## src/rtl/div_pkg.sv

```systemverilog
// div_pkg: shared state enum, default width and counter sizing for seq_udiv
package div_pkg;
  typedef enum logic [1:0] {IDLE, BUSY, DONE} div_state_t;
  localparam int DIV_W_DEFAULT = 8;
  function automatic int cnt_width(input int w);
    return $clog2(w + 1);
  endfunction
endpackage

```

## src/rtl/div_step.sv

```systemverilog
// div_step: one combinational restoring-division step
module div_step #(
  parameter int W = 8
) (
  input  logic [W:0]   r,
  input  logic         bit_in,
  input  logic [W-1:0] divisor,
  output logic [W:0]   r_next,
  output logic         q_bit
);
  logic [W+1:0] wide;
  logic [W:0]   diff;
  always_comb begin
    wide   = {r, bit_in};
    diff   = wide[W:0] - {1'b0, divisor};
    q_bit  = wide >= {2'b0, divisor};
    r_next = q_bit ? diff : wide[W:0];
  end
endmodule

```

## src/rtl/seq_udiv.sv

```systemverilog
// seq_udiv: multi-cycle unsigned restoring divider, one quotient bit per clock
module seq_udiv
  import div_pkg::*;
#(
  parameter int W = DIV_W_DEFAULT
) (
  input  logic         clk,
  input  logic         rst,
  input  logic         in_valid,
  output logic         in_ready,
  input  logic [W-1:0] dividend,
  input  logic [W-1:0] divisor,
  output logic         out_valid,
  input  logic         out_ready,
  output logic [W-1:0] quotient,
  output logic [W-1:0] remainder,
  output logic         div_by_zero
);
  localparam int CW = cnt_width(W);
  div_state_t    state, state_n;
  logic [CW-1:0] cnt;
  logic [W:0]    rem, rem_n;
  logic [W-1:0]  dvd, dvs, quo;
  logic          dbz, q_bit, accept, zero;
  div_step #(.W(W)) u_step (
    .r      (rem),
    .bit_in (dvd[W-1]),
    .divisor(dvs),
    .r_next (rem_n),
    .q_bit  (q_bit)
  );
  always_comb begin
    in_ready    = state == IDLE;
    out_valid   = state == DONE;
    accept      = in_valid && in_ready;
    zero        = divisor == '0;
    quotient    = quo;
    remainder   = rem[W-1:0];
    div_by_zero = dbz;
    state_n     = accept ? (zero ? DONE : BUSY)
                : (state == BUSY && cnt == CW'(1)) ? DONE
                : (out_valid && out_ready) ? IDLE
                : state;
  end
  always_ff @(posedge clk) begin
    if (rst) begin
      state <= IDLE;
      cnt   <= '0;
      rem   <= '0;
      dvd   <= '0;
      dvs   <= '0;
      quo   <= '0;
      dbz   <= 1'b0;
    end else begin
      state <= state_n;
      if (accept) begin
        cnt <= zero ? '0 : CW'(W);
        rem <= zero ? {1'b0, dividend} : '0;
        quo <= zero ? '1 : '0;
        dbz <= zero;
        dvd <= dividend;
        dvs <= divisor;
      end else if (state == BUSY) begin
        cnt <= cnt - CW'(1);
        rem <= rem_n;
        quo <= {quo[W-2:0], q_bit};
        dvd <= {dvd[W-2:0], 1'b0};
      end
    end
  end
endmodule

```

## config.mk

```make
export PLATFORM = sky130hd
export DESIGN_NAME = seq_udiv
export DESIGN_NICKNAME = d
export VERILOG_FILES = /design/src/rtl/div_pkg.sv /design/src/rtl/div_step.sv /design/src/rtl/seq_udiv.sv
export SDC_FILE = /design/constraint.sdc
export NUM_CORES = 1
export LEC_CHECK = 0
export CAP_MARGIN = 15
export CORE_MARGIN = 8
export CORE_UTILIZATION = 29
export CTS_BUF_LIST = sky130_fd_sc_hd__clkbuf_2 sky130_fd_sc_hd__clkbuf_4 sky130_fd_sc_hd__clkbuf_8
export DETAILED_ROUTE_END_ITERATION = 8
export PLACE_DENSITY_LB_ADDON = 0.2
export SLEW_MARGIN = 20
export SYNTH_ARGS = -nofsm -noshare
export SYNTH_HDL_FRONTEND = slang
export SYNTH_SLANG_ARGS = --single-unit
```

## constraint.sdc

```tcl
create_clock -name clk -period 2.51 [get_ports clk]
set_input_delay 0.3765 -clock clk [delete_from_list [all_inputs] [get_ports clk]]
set_output_delay 0.3765 -clock clk [all_outputs]
set_load 0.01 [all_outputs]
```

==> flow_metrics.tcl <==
set metrics [dict create \
    hp-class "reg2reg" \
    pwr-share-clk_pct 17.1 \
    r2r-start "dvd[7]" \
    antenna_found_initial 0 \
    grt-ovfl-total 0 \
    setup_tns_ns 0 \
    final-setup-viol-count 0 \
    met3_usage_pct 2.639 \
    p_comb_share_pct 51.2 \
    cts_buffers 5 \
    final.period_utilization_pct 94.76 \
    first_pass_iters 4 \
    hold_path_depth 2 \
    detail-route-antenna-nets 0 \
    synth_ff_type "dfxtp_1" \
    skew_ns 0.004291 \
    synth-seq-cells 40 \
    grt_pass1_wl_um 10490 \
    final_util_pct 36.13 \
    slew_viol_final 0 \
    async_flop_share_pct 0 \
    max_cap_viol_count 0 \
    die_w_um 106.9 \
    reg2reg_depth 9 \
    cts_hold_buf 0 \
    p_leak_uw 0.001117 \
    initial_core_util_pct 29.49 \
    synth_top_area_share_pct 33.39 \
    crit_top_cell "inv_1" \
    drc_errors 0 \
    p_seq_share_pct 31.7 \
    grt_util_met1_pct 15.03 \
    rsz0062_at_grt "false" \
    finalWeightedCongestion 0.8363 \
    area_delta_synth_final_pct 22.54 \
    synth_edf_count 0 \
    hold_viol_final 0 \
    viasPerCell 5.048 \
    num_antenna_cells 0 \
    cts_max_level 2 \
    grt_pass1_vias 2098 \
    internal_power_uw 1564 \
    clk_pin_slew_worst_paths_ns 0.08 \
    seq_area_frac_synth_pct 33.39 \
    p_sw_uw 1048 \
    clk_path_buf_depth 2 \
    port_buffers 38 \
    clock.fmax_mhz 420.4 \
    p_per_area_nw_per_um2 888.6 \
    syn_area_um2 2399 \
    synth_most_common_cell "nor2_1" \
    ff2ff_setup_slack_ns 0.13 \
    grt_max_degree 32 \
    cp-end-kind "flip-flop" \
    drtIter0Drc 114 \
    syn_area_per_cell_um2 7.864 \
    yosysUniqueCellTypes 53 \
    root_buffer "clkbuf_8" \
    nets 363 \
    slowest_delay_ns 0.40 \
    vias 2211 \
    clock_latency_ns 0.29 \
    yosysWarnings 0 \
    vdd_drop_max_mv 0.2677 \
    grtUsageTotal_pct 11.50 \
    grt_use_met2_pct 17.72 \
    routed_wl_um 6474 \
    yosys-top-cells-count "nor2_1, dfxtp_1, nand2_1" \
    placed_cell_area_um2 2846 \
    reg2reg_to "rem[0]" \
    netlist_top_cells_area "dfxtp_1, nor2_1, a21oi_1" \
    synth_top_area_cell "dfxtp_1" \
    die-area_um2 11440 \
    max-slew-margin-rel_pct 64.97 \
    min_period_ns 2.378 \
    post_cts_buffers 0 \
    io_pins 39 \
    switching_share_pct 40.13 \
    grt-busiest-layer "met2" \
    min-delay-start "dvs[4]" \
    startpoint_type "flip-flop" \
    setup.worst_path.start "dvd[7]" \
    tightest_slew_ns 0.5237 \
    cts_tree "built" \
    post-route-cell-area_um2 2939 \
    core_um2 8134 \
    die_h_um 106.9 \
    worstPathCellList "inv_1 -> ha_1 -> inv_1 -> fa_1 -> a21o_1 -> a211oi_4 -> o211ai_4 -> mux2_4 -> a21oi_2" \
    drive_gt1_share_pct 9.910 \
    syn_nets 336 \
    clock-sinks 40 \
    cp.required_ns 2.74 \
    ctsResizeCount 0 \
    status "finished, final reports clean" \
    critical_path_class "reg2reg" \
    wl_per_cell_um 14.78 \
    dp_hpwl_um 4920 \
    crit_path_max_fanout 8 \
    cpMaxStageDelayCell "fa_1" \
    row_count 33 \
    postSynthCellCount 305 \
    arrival_ns 2.61 \
    hold_path_end "dvs[4]" \
]
-- cell type report --
type | instances | area (µm²)
inverter | 16 | 60.06
timing repair buffer | 48 | 467.9
sequential | 40 | 800.8
clock buffer | 7 | 83.83
multi-input combinational | 221 | 1386
tap | 105 | 131.4
fill | 869 | 5195
clock inverter | 1 | 8.758
-- worst max-delay path: cells and delay by family (launching register included) --
family                     cells  cell delay [ns]
buffers and inverters          2             0.15
DFF                            1             0.31
AOI/OAI and AO/OA              4             0.93
adders and majority gates      2             0.58
muxes                          1             0.34
-- kinds of logic (layout without fill, tap and decap cells) --
family	count (synthesis)	count (layout)	share of synthesized area, %
adder cells (fa/ha/maj)	11	11	6.051
buffers and inverters	44	72	8.816
flip-flops	40	40	33.39
AO/OA/AOI/OAI	83	83	25.35
multiplexers	4	4	1.878
AND/OR/NAND/NOR	119	119	23.06
XOR/XNOR	4	4	1.461
-- registers in the layout, summed over array words and instances, names as in the netlist --
name         cells
cnt              4
quotient         8
state            2
div_by_zero      1
dvs              8
rem              9
dvd              8
-- power groups by stage --
| stage | Clock, µW | Combinational (µW) | Sequential [µW] |
|---|---|---|---|
| final | 447 | 1340 | 827 |
| after global routing | 492 | 1480 | 844 |
| after CTS | 468 | 1350 | 830 |
| after detailed placement | 0 | 1350 | 845 |
| after global placement | 0 | 1340 | 845 |
| after floorplan | 0 | 1060 | 811 |
-- layer usage --
| metal | part of all wire, % | up-vias |
|---|---|---|
| li1 | - | 1117 |
| met1 | 47 | 1034 |
| met2 | 47 | 52 |
| met3 | 4.7 | 8 |
| met4 | 1.8 | 0 |
| met5 | 0 | - |
-- how the worst max path moves through the flow --
stage / to
2_1_floorplan: rem[0]
3_3_place_gp: rem[0]
3_5_place_dp: rem[0]
4_1_cts: rem[0]
5_1_grt: rem[0]
6_report: rem[0]
-- metrics by stage --
| step | cells | power, µW | worst slack [ns] | hold WS [ns] |
|---|---|---|---|---|
| 2_1_floorplan | 305 | 1874 | 0.3495 | 0.4363 |
| 3_3_place_gp | 430 | 2186 | 0.2335 | 0.4449 |
| 3_5_place_dp | 430 | 2192 | 0.1791 | 0.4496 |
| 4_1_cts | 438 | 2648 | 0.1346 | 0.4606 |
| 5_1_grt | 438 | 2819 | 0.01245 | 0.4949 |
| 6_report | 438 | 2612 | 0.1315 | 0.4581 |
-- cells in the final DEF, fill, tap and decap left out, drive strengths merged, types with 3 or more instances in the layout --
cell type / Yosys / final
o211ai: 3 / 3
a211oi: 12 / 12
clkbuf: 10 / 7
a41oi: 4 / 4
inv: 16 / 16
and3: 3 / 3
nor2: 48 / 48
mux2i: 3 / 3
clkdlybuf4s50: 0 / 38
buf: 18 / 10
a21oi: 27 / 27
o21ai: 10 / 10
nor2b: 6 / 6
nor3: 15 / 15
dfxtp: 40 / 40
nand3: 6 / 6
ha: 10 / 10
nand2b: 5 / 5
a311oi: 4 / 4
a21o: 3 / 3
a211o: 3 / 3
a22oi: 3 / 3
nand2: 30 / 30
(Power assumes the default switching activity.)
